### src/rtl/alu_writeback_pkg.sv
// Shared types for the ALU writeback stage:
// op codes, FSM states and status-register bit positions.
package wb_pkg;

   localparam int WIDTH = 20;
   localparam int HALF  = 10;
   localparam int AW    = 4;

   localparam int SR_Z = 0;
   localparam int SR_S = 1;
   localparam int SR_C = 2;

   typedef enum logic [2:0] {
      WB_NONE  = 3'd0,
      WB_ONE   = 3'd1,
      WB_SWAP  = 3'd2,
      WB_FLAGS = 3'd3,
      WB_LDSR  = 3'd4,
      WB_XORSR = 3'd5
   } op_t;

   typedef enum logic [1:0] {
      IDLE = 2'd0,
      WB_A = 2'd1,
      WB_B = 2'd2
   } state_t;

   // Unused encodings 6..7 behave as NONE.
   function automatic op_t norm_op(logic [2:0] op);
      return (op > 3'd5) ? WB_NONE : op_t'(op);
   endfunction

endpackage

### src/rtl/alu_writeback_if.sv
// ALU-to-writeback packet channel with valid/ready handshake.
// master = ALU side, slave = writeback stage.
interface alu_writeback_if #(
   parameter int WIDTH = wb_pkg::WIDTH,
   parameter int AW    = wb_pkg::AW
);
   logic             in_valid;
   logic             in_ready;
   logic [2:0]       in_op;
   logic             in_mode;
   logic [AW-1:0]    in_dst_a;
   logic [AW-1:0]    in_dst_b;
   logic [WIDTH-1:0] in_res_a;
   logic [WIDTH-1:0] in_res_b;
   logic             in_zero;
   logic             in_sign;
   logic             in_carry;
   logic [2:0]       in_fmask;

   modport master (
      output in_valid, in_op, in_mode, in_dst_a, in_dst_b,
      output in_res_a, in_res_b, in_zero, in_sign, in_carry, in_fmask,
      input  in_ready
   );

   modport slave (
      input  in_valid, in_op, in_mode, in_dst_a, in_dst_b,
      input  in_res_a, in_res_b, in_zero, in_sign, in_carry, in_fmask,
      output in_ready
   );
endinterface

### src/rtl/alu_writeback_status_reg.sv
// Carry/sign/zero status register with masked-flag,
// load and xor update paths.
module status_reg
   import wb_pkg::*;
(
   input  logic       clk,
   input  logic       rst,
   input  logic       upd,
   input  op_t        op,
   input  logic [2:0] fmask,
   input  logic [2:0] flags,
   input  logic [2:0] res,
   output logic [2:0] sr
);

   logic [2:0] nxt;

   // Select the next status value for the held op.
   always_comb begin
      nxt = sr;
      case (op)
         WB_ONE, WB_SWAP, WB_FLAGS:
            nxt = (sr & ~fmask) | (flags & fmask);
         WB_LDSR:  nxt = res;
         WB_XORSR: nxt = sr ^ res;
         default:  nxt = sr;
      endcase
   end

   // Commit only on the strobe from the first writeback cycle.
   always_ff @(posedge clk) begin
      if (rst)      sr <= 3'b000;
      else if (upd) sr <= nxt;
   end

endmodule

### src/rtl/alu_writeback.sv
// Writeback stage: holds one ALU packet, writes one or two
// results to the register file and drives the status register.
module alu_writeback
   import wb_pkg::*;
#(
   parameter int WIDTH = wb_pkg::WIDTH,
   parameter int HALF  = wb_pkg::HALF,
   parameter int AW    = wb_pkg::AW
) (
   input  logic             clk,
   input  logic             rst,
   alu_writeback_if.slave   up,
   output logic             rf_we,
   output logic [AW-1:0]    rf_waddr,
   output logic [WIDTH-1:0] rf_wdata,
   output logic [2:0]       sr,
   output logic             busy
);

   state_t           state;
   op_t              h_op;
   logic             h_mode;
   logic [AW-1:0]    h_dst_a;
   logic [AW-1:0]    h_dst_b;
   logic [WIDTH-1:0] h_res_a;
   logic [WIDTH-1:0] h_res_b;
   logic [2:0]       h_flags;
   logic [2:0]       h_fmask;

   logic             two_wr;
   logic             acc;
   logic             wr_a;
   logic [WIDTH-1:0] raw;

   // A swap onto one register collapses to a single write.
   assign two_wr = (h_op == WB_SWAP) && (h_dst_a != h_dst_b);

   assign up.in_ready = (state == IDLE)
                     || (state == WB_A && !two_wr);
   assign acc  = up.in_valid && up.in_ready;
   assign busy = (state != IDLE);

   // Sequencer and holding register; a new packet may
   // replace the held one at the end of its WB_A cycle.
   always_ff @(posedge clk) begin
      if (rst) begin
         state   <= IDLE;
         h_op    <= WB_NONE;
         h_mode  <= 1'b0;
         h_dst_a <= '0;
         h_dst_b <= '0;
         h_res_a <= '0;
         h_res_b <= '0;
         h_flags <= 3'b000;
         h_fmask <= 3'b000;
      end else begin
         if (acc) begin
            h_op    <= norm_op(up.in_op);
            h_mode  <= up.in_mode;
            h_dst_a <= up.in_dst_a;
            h_dst_b <= up.in_dst_b;
            h_res_a <= up.in_res_a;
            h_res_b <= up.in_res_b;
            h_flags <= {up.in_carry, up.in_sign, up.in_zero};
            h_fmask <= up.in_fmask;
         end
         case (state)
            IDLE:    state <= acc ? WB_A : IDLE;
            WB_A: begin
               if (acc)         state <= WB_A;
               else if (two_wr) state <= WB_B;
               else             state <= IDLE;
            end
            WB_B:    state <= IDLE;
            default: state <= IDLE;
         endcase
      end
   end

   assign wr_a  = (state == WB_A)
               && (h_op == WB_ONE || h_op == WB_SWAP);
   assign rf_we = !rst && (wr_a || state == WB_B);

   // Pick address and unmasked data for the current write slot.
   always_comb begin
      raw      = '0;
      rf_waddr = '0;
      unique case (1'b1)
         (state == WB_A): begin
            rf_waddr = h_dst_a;
            raw      = h_res_a;
         end
         (state == WB_B): begin
            rf_waddr = h_dst_b;
            raw      = h_res_b;
         end
         default: begin
            rf_waddr = '0;
            raw      = '0;
         end
      endcase
   end

   assign rf_wdata = h_mode ? raw
                   : {{(WIDTH-HALF){1'b0}}, raw[HALF-1:0]};

   status_reg u_sr (
      .clk   (clk),
      .rst   (rst),
      .upd   (state == WB_A),
      .op    (h_op),
      .fmask (h_fmask),
      .flags (h_flags),
      .res   (h_res_a[2:0]),
      .sr    (sr)
   );

endmodule

### src/flat_wrapper.sv
// flat-port wrapper written by rule: the top's interface ports become plain ports
module alu_writeback_flat import wb_pkg::*;
#(
   parameter int WIDTH = wb_pkg::WIDTH,
   parameter int HALF  = wb_pkg::HALF,
   parameter int AW    = wb_pkg::AW
)
  (clk, rst, rf_we, rf_waddr, rf_wdata, sr, busy, up_in_valid, up_in_op, up_in_mode, up_in_dst_a, up_in_dst_b, up_in_res_a, up_in_res_b, up_in_zero, up_in_sign, up_in_carry, up_in_fmask, up_in_ready);
  alu_writeback_if #(.WIDTH(WIDTH), .AW(AW)) up_i ();
  input  logic clk;
  input  logic rst;
  output logic rf_we;
  output logic [AW-1:0] rf_waddr;
  output logic [WIDTH-1:0] rf_wdata;
  output logic [2:0] sr;
  output logic busy;
  input wire logic [$bits(up_i.in_valid)-1:0] up_in_valid;
  input wire logic [$bits(up_i.in_op)-1:0] up_in_op;
  input wire logic [$bits(up_i.in_mode)-1:0] up_in_mode;
  input wire logic [$bits(up_i.in_dst_a)-1:0] up_in_dst_a;
  input wire logic [$bits(up_i.in_dst_b)-1:0] up_in_dst_b;
  input wire logic [$bits(up_i.in_res_a)-1:0] up_in_res_a;
  input wire logic [$bits(up_i.in_res_b)-1:0] up_in_res_b;
  input wire logic [$bits(up_i.in_zero)-1:0] up_in_zero;
  input wire logic [$bits(up_i.in_sign)-1:0] up_in_sign;
  input wire logic [$bits(up_i.in_carry)-1:0] up_in_carry;
  input wire logic [$bits(up_i.in_fmask)-1:0] up_in_fmask;
  output wire logic [$bits(up_i.in_ready)-1:0] up_in_ready;
  assign up_i.in_valid = up_in_valid;
  assign up_i.in_op = up_in_op;
  assign up_i.in_mode = up_in_mode;
  assign up_i.in_dst_a = up_in_dst_a;
  assign up_i.in_dst_b = up_in_dst_b;
  assign up_i.in_res_a = up_in_res_a;
  assign up_i.in_res_b = up_in_res_b;
  assign up_i.in_zero = up_in_zero;
  assign up_i.in_sign = up_in_sign;
  assign up_i.in_carry = up_in_carry;
  assign up_i.in_fmask = up_in_fmask;
  assign up_in_ready = up_i.in_ready;
  alu_writeback #(.WIDTH(WIDTH), .HALF(HALF), .AW(AW)) u_core (.clk(clk), .rst(rst), .up(up_i), .rf_we(rf_we), .rf_waddr(rf_waddr), .rf_wdata(rf_wdata), .sr(sr), .busy(busy));
endmodule
### config.mk
export PLATFORM = sky130hd
export DESIGN_NAME = alu_writeback_flat
export DESIGN_NICKNAME = d
export VERILOG_FILES = /design/src/rtl/alu_writeback_pkg.sv /design/src/rtl/alu_writeback_if.sv /design/src/rtl/alu_writeback_status_reg.sv /design/src/rtl/alu_writeback.sv /design/src/flat_wrapper.sv
export SDC_FILE = /design/constraint.sdc
export NUM_CORES = 1
export LEC_CHECK = 0
export CAP_MARGIN = 10
export CORE_MARGIN = 2
export CORE_UTILIZATION = 30
export CTS_BUF_LIST = sky130_fd_sc_hd__clkbuf_2
export DETAILED_ROUTE_END_ITERATION = 8
export MAX_ROUTING_LAYER = met4
export PLACE_DENSITY_LB_ADDON = 0.1
export SETUP_SLACK_MARGIN = 0.02
export SKIP_CTS_REPAIR_TIMING = 1
export SYNTH_ARGS = -nofsm -noshare
export SYNTH_HDL_FRONTEND = slang
export SYNTH_HIERARCHICAL = 1
export SYNTH_SLANG_ARGS = --single-unit
### constraint.sdc
create_clock -name clk -period 2.3 [get_ports clk]
set_input_delay 0.46 -clock clk [delete_from_list [all_inputs] [get_ports clk]]
set_output_delay 0.46 -clock clk [all_outputs]
set_load 0.03 [all_outputs]
==> out/qor.yml, run 1 <==
die_height_um: 105.2
path_clk_slew_ps: 160
cp_slowest_cell: "dfxtp_2"
min_period_over_period: 0.9410
io_buffers: 90
slowest_delay_ps: 390
slew_viol_final: 0
routedWlPerCell_um: 16.06
yosysSeqAreaShare: 0.4108
status: "completed"
antenna_found_initial: 0
timing.fmax_ghz: 0.4620
rr_worst_depth: 7
crit_end: "rf_waddr[1]"
synth.distinct_cells: 35
wl_mm: 9.747
first_global_vias: 3041
num_rows: 36
start_util: 0.3113
yosys.area_share.simple: 0.1826
syn_to_final_growth_pct: 42.95
num_antenna_cells: 0
arrival_ps: 1700
cp_cell_sequence: "inv_2 > ha_4 > buf_4 > a22oi_1 > nor2b_1 > buf_4"
critical_path_class: "flip-flop to primary output"
syn_nets: 444
die_w_um: 105.2
yosysTopAreaCell: "dfxtp_1"
rr_endpoint: "u_core/h_res_b[12]"
ys_ff_latch: 63
multi_input_area_mm2: 0.001759
yosysTopAreaCellShare: 0.4108
ios: 91
grt_first_pass_wirelength_mm: 15.49
num-nets-final: 534
syn_area_mm2: 0.003070
min_period_ps: 2164
grt-ovfl-total: 0
synth_xor_area_frac: 0.02282
grt_max_degree: 67
cts_tree: "done"
cpLargestDelayFamily: "flip-flops"
drive_gt1_frac: 0.2384
reg2reg_slack_ps: 290
synthTopCellsByArea: "dfxtp_1, nand3_1, a21oi_1"
root_buffer: "clkbuf_2"
synth_top_family_by_area: "compound AO/OA/AOI/OAI gates"
cts.sinks: 63
cp_num_buf_inv: 3
start_kind: "flip-flop"
postPlaceCellArea_mm2: 0.004133
hpwl_mm: 6.393
hold_violations: 0
grt.total_usage: 0.1779
layout_setup_ws_ps: 135.6
drt.antenna.violating_nets: 0
route.detailed.drc: 0
vias: 3091
worst_slew_pin_slew_ps: 476.7
synth-compound-area-share: 0.3056
ir_drop_uv: 166.8
die_area_mm2: 0.01106
power.total_uw: 2154
dpl_worst_slack_ps: 257.6
firstDrtPassIters: 4
r2r_start: "u_core/state[0]"
postSynthCellCount: 380
fin_skew_ps: 16.10
path_common_cell: "buf_4"
first_iter_violations: 120
via_per_inst: 5.092
cp-end-kind: "primary output"
htree_num_levels: 3
final_core_util: 0.4450
synthMuxAreaShare: 0
finalSetupViolCount: 0
ff_latch_area_mm2: 0.001266
cap_violations: 0
clk-insertion-delay-late_ps: 460
clockBufferDepth: 2
syn_area_per_cell_um2: 8.080
synthAdderAreaFrac: 0.01222
place_congestion: 0.7593
rsz0062_at_grt: "yes"
p_leak_uw: 0.001534
final_area_mm2: 0.004389
cp_max_fo: 5
ys_warn_count: 6
hp-class: "flip-flop to flip-flop"
cp_num_cells: 6
core_region_area_mm2: 0.009864
p_per_area_mw_per_mm2: 490.7
slew_headroom: 0.6810
fillers: 1017
cts_buffers: 9
crit_start: "u_core/state[0]"
cp.required_ps: 1840
==> registers in the layout (all words and copies together) (netlist names), named ones only <==
register,cells
u_core/h_mode,1
u_core/h_fmask,3
u_core/h_res_b,20
u_core/state,2
u_core/h_op,3
u_core/h_res_a,20
u_core/h_flags,3
u_core/h_dst_b,4
u_core/h_dst_a,4
==> Yosys cell counts <==
| cell | n |
|---|---|
| dfxtp_1 | 63 |
| a31oi_1 | 1 |
| a22oi_1 | 24 |
| nand2b_2 | 1 |
| o21a_1 | 4 |
| xor2_1 | 4 |
| buf_2 | 5 |
| nor2_1 | 16 |
| nand2_1 | 7 |
| a21boi_1 | 1 |
| buf_1 | 5 |
| or4b_4 | 1 |
| nor3_1 | 1 |
| buf_8 | 1 |
| nor2b_1 | 17 |
| nand4b_1 | 2 |
| clkbuf_2 | 3 |
| a41o_1 | 1 |
| nor4b_2 | 1 |
| clkbuf_1 | 22 |
| nand3_1 | 59 |
| xnor2_1 | 4 |
| a21oi_1 | 47 |
| ha_1 | 3 |
| buf_12 | 1 |
| o21ai_2 | 2 |
| a41oi_2 | 1 |
| o21ai_0 | 38 |
| inv_1 | 4 |
| nand4_1 | 2 |
| o21ai_1 | 23 |
| a21o_1 | 1 |
| a21oi_2 | 11 |
| buf_6 | 1 |
| a22o_1 | 3 |
==> per-layer routing <==
layer,up-vias,part of all wire,global-route usage
met1,1447,0.48,0.2411
met5,-,0,-
met3,7,0.043,0.03493
met4,0,0.0091,0.06000
li1,1558,-,-
met2,79,0.46,0.2648
==> metrics by stage <==
step / std cells / setup TNS [ps] / hold slack, ps
3_3_place_gp: 587 / 0 / 462.2
2_1_floorplan: 380 / 0 / 453.6
4_1_cts: 602 / -4030 / 445.8
6_report: 607 / 0 / 491.4
5_1_grt: 607 / -6.672 / 445.0
3_5_place_dp: 587 / 0 / 467.6
==> power breakdown <==
part           internal, µW  total, µW  switching [µW]
sequential             1160       1200            42.1
combinational           222        433             212
clock                   132        523             391
total                  1510       2150             644
==> cell usage in the layout (no fill, tap or decap), types with 2 or more instances in the layout <==
cell             synthesis  layout
a21oi_1                 47      47
a21oi_2                 11      11
a22o_1                   3       3
a22oi_1                 24      15
a22oi_2                  0       9
buf_12                   1       5
buf_4                    0      46
buf_6                    1       2
clkbuf_2                 3      10
clkdlybuf4s50_1          0      62
clkinv_2                 0       3
dfxtp_1                 63      59
dfxtp_2                  0       4
ha_4                     0       3
inv_1                    4       2
inv_2                    0       2
nand2_1                  7       6
nand3_1                 59      58
nand4_1                  2       2
nand4b_1                 2       2
nor2_1                  16      15
nor2b_1                 17      17
o21a_1                   4       3
o21ai_0                 38      37
o21ai_1                 23      23
o21ai_2                  2       2
xnor2_2                  0       4
xor2_1                   4       4
==> final cells by class <==
type,count,share of cell area
clock buffer,10,0.01140
clock inverter,5,0.005986
inverter,4,0.003421
multi-input combinational,275,0.4008
sequential,63,0.2885
tap,133,0.03791
timing repair buffer,117,0.2520
==> cells by family (layout without fill, tap and decap cells) <==
family / after synthesis / in the layout
buf+inv: 42 / 136
xor+xnor: 8 / 8
compound gates: 157 / 157
simple gates: 107 / 107
fa+ha+maj: 3 / 3
flops: 63 / 63
==> worst reg2reg max path: cells and delay by family, from the launching register on <==
family / cells / cell delay, ps
simple gates: 2 / 610
compound gates: 2 / 440
buf+inv: 2 / 310
fa+ha+maj: 1 / 160
flops: 1 / 390
==> worst min path at each step <==
stage	start	to	slack (ps)	cells past startpoint
CTS	rst	u_core/h_res_b[3]	450	3
global route	rst	u_core/h_res_b[0]	440	3
global placement	u_core/h_res_b[16]	u_core/h_res_b[16]	460	2
detailed placement	u_core/h_res_a[11]	u_core/h_res_a[11]	470	2
finish	u_core/h_res_a[14]	u_core/h_res_a[14]	490	2
floorplan	u_core/h_res_a[10]	u_core/h_res_a[10]	450	2
Power figures use the tool's default switching activity.
==> run 2, diff against run 1 <==
--- a/config.mk
+++ b/config.mk
@@ -5,11 +5,11 @@
 export SDC_FILE = /design/constraint.sdc
 export NUM_CORES = 1
 export LEC_CHECK = 0
-export CAP_MARGIN = 10
 export CORE_MARGIN = 2
 export CORE_UTILIZATION = 30
 export CTS_BUF_LIST = sky130_fd_sc_hd__clkbuf_2
 export DETAILED_ROUTE_END_ITERATION = 8
+export HOLD_SLACK_MARGIN = 0.06
 export MAX_ROUTING_LAYER = met4
 export PLACE_DENSITY_LB_ADDON = 0.1
 export SETUP_SLACK_MARGIN = 0.02
==> results of run 2 <==
No change in the layout: final DEF, timing and power equal those of run 1.
==> run 3, diff against run 2 <==
--- a/config.mk
+++ b/config.mk
@@ -5,6 +5,7 @@
 export SDC_FILE = /design/constraint.sdc
 export NUM_CORES = 1
 export LEC_CHECK = 0
+export CORE_ASPECT_RATIO = 0.9
 export CORE_MARGIN = 2
 export CORE_UTILIZATION = 30
 export CTS_BUF_LIST = sky130_fd_sc_hd__clkbuf_2
@@ -16,5 +17,4 @@
 export SKIP_CTS_REPAIR_TIMING = 1
 export SYNTH_ARGS = -nofsm -noshare
 export SYNTH_HDL_FRONTEND = slang
-export SYNTH_HIERARCHICAL = 1
 export SYNTH_SLANG_ARGS = --single-unit
==> run 3 against run 2 <==
- synthesized cell count down 0.26%
- sequential share of layout area grew 0.19 points
- power increased by 12%
- flip-flop and latch count unchanged
- largest cell class unchanged
- largest power group unchanged
==> out/qor.yml, run 3 <==
first_iter_violations: 175
postPlaceCellArea_mm2: 0.003980
start_kind: "flip-flop"
firstDrtPassIters: 4
first_global_vias: 3037
synth.distinct_cells: 31
hpwl_mm: 6.391
cap_violations: 0
yosysSeqAreaShare: 0.4183
htree_num_levels: 3
final_area_mm2: 0.004387
start_util: 0.3095
grt-ovfl-total: 0
cts_tree: "done"
synth_top_flop_cell: "dfxtp_1"
yosysMostFrequentCell: "dfxtp_1"
reg2reg_slack_ps: 240
p_leak_uw: 0.001531
drive_gt1_frac: 0.2160
grt_first_pass_wirelength_mm: 15.24
io_buffers: 90
fillers: 1010
met2_usage: 0.2754
layout_setup_ws_ps: 110.0
synth-async-reset-ratio: 0
slew_headroom: 0.5290
power.total_uw: 2405
clockBufferDepth: 2
mostFrequentLayoutCell: "clkdlybuf4s50_1"
cts_buffers: 9
top_usage_layer: "met2"
path_clk_slew_ps: 190
num_antenna_cells: 0
rsz0062_at_grt: "no"
min_period_over_period: 0.9522
rr_endpoint: "u_core.h_res_a[2]"
num_rows: 34
clk-insertion-delay-late_ps: 500
arrival_ps: 1730
finalSetupViolCount: 0
root_buffer: "clkbuf_2"
cp-end-kind: "primary output"
via_per_inst: 5.204
wl_mm: 9.672
ir_drop_uv: 257.7
hp-class: "primary input to flip-flop"
ys_ff_latch: 63
vias: 3065
crit_end: "rf_wdata[4]"
status: "completed"
core_region_area_mm2: 0.009742
synth_common_cells: "dfxtp_1, a21oi_1, nand3_1"
antenna_found_initial: 0
die_height_um: 99.11
timing.fmax_ghz: 0.4566
dpl_worst_slack_ps: 191.3
mostFrequentLayoutCells: "clkdlybuf4s50_1, a21oi_1, nand3_1"
grt_max_degree: 64
hold_depth: 3
routedWlPerCell_um: 16.42
ios: 91
fin_skew_ps: 24.92
cp.required_ps: 1840
slew_viol_final: 0
syn_to_final_growth_pct: 45.48
place_congestion: 0.7715
drt.antenna.violating_nets: 0
syn_area_mm2: 0.003015
p_per_area_mw_per_mm2: 548.3
grt_util_met3: 0.04128
route.detailed.drc: 0
worst_slew_pin_slew_ps: 706.5
yosysTopAreaCellShare: 0.4183
hold_violations: 0
syn_area_per_cell_um2: 7.956
critical_path_class: "flip-flop to primary output"
rr_worst_depth: 7
ys_warn_count: 0
die_area_mm2: 0.01087
crit_start: "u_core.state[0]"
synth_edf_count: 0
r2r_start: "u_core.state[0]"
synthTopCellsByArea: "dfxtp_1, a21oi_1, nand3_1"
num-nets-final: 522
whs_ps: 483.9
yosysTopAreaCell: "dfxtp_1"
cts.sinks: 63
grt_use_met1: 0.2494
cp_max_fo: 7
min_period_ps: 2190
die_w_um: 109.7
postSynthCellCount: 379
grt.total_usage: 0.1843
reg_top3: "u_core.h_res_a: 20 flops, u_core.h_res_b: 20 flops"
syn_nets: 443
[run 3: cell count changes after synthesis, moves of 4 or more]
cell | before | now
a21oi_1 | 47 | 61
buf_6 | 1 | 7
a21oi_2 | 11 | 0
o21ai_1 | 23 | 40
buf_2 | 5 | 1
nand2_1 | 7 | 11
o21ai_0 | 38 | 20
[run 3: kinds of logic (layout without fill, tap and decap cells)]
group                      after synthesis  after routing  synth area share
and+or+nand+nor                        107            107            0.1826
AOI/OAI and AO/OA                      154            154            0.2900
DFF                                     63             63            0.4183
buffers and inverters                   44            128           0.07344
xor gates and xnor gates                 8              8           0.02323
adders and majority gates                3              3           0.01245
[run 3: area by class of cell]
cell class,instances,area (µm²),share of cell area
Timing Repair Buffer,108,1054,0.2402
Multi-Input combinational cell,272,1759,0.4010
Clock inverter,5,72.57,0.01654
Clock buffer,11,55.05,0.01255
Sequential cell,63,1274,0.2904
Tap cell,126,157.7,0.03594
Inverter,4,15.01,0.003423
[run 3: critical path: stages, from the launching register on]
cell and delay [ps]:
dfxtp_2 390, inv_2 70, ha_4 300, buf_4 140, nor2b_1 170, buf_4 180
[run 3: worst min path at each step]
stage                             startpoint            endpoint  slack (ps)
after floorplan           u_core.h_res_a[10]  u_core.h_res_a[10]         450
after global placement    u_core.h_res_a[11]  u_core.h_res_a[11]         460
after detailed placement   u_core.h_res_a[8]   u_core.h_res_a[8]         470
after CTS                    up_in_res_b[13]  u_core.h_res_b[13]         450
after global routing          up_in_dst_a[1]   u_core.h_dst_a[1]         450
final                        up_in_res_a[11]  u_core.h_res_a[11]         480
[run 3: metal layers]
layer / part of all wire / vias to the layer above
met4: 0.0072 / 0
met1: 0.49 / 1446
met2: 0.46 / 75
met3: 0.050 / 7
li1: - / 1537
met5: 0 / -
[run 3: per-stage QoR]
step                setup TNS (ps)  utilization  instances
global placement                 0       0.4086        571
floorplan                        0            -        379
detailed placement               0       0.4086        571
finish                           0       0.4503        589
global route                     0       0.4503        589
CTS                          -3990       0.4217        587
[run 3: power by group]
group / internal, µW / total [µW] / switching [µW] / leakage, µW
Clock: 361 / 766 / 405 / 0.0000810
Sequential: 1160 / 1210 / 50.6 / 0.000521
Combinational: 226 / 430 / 204 / 0.000929
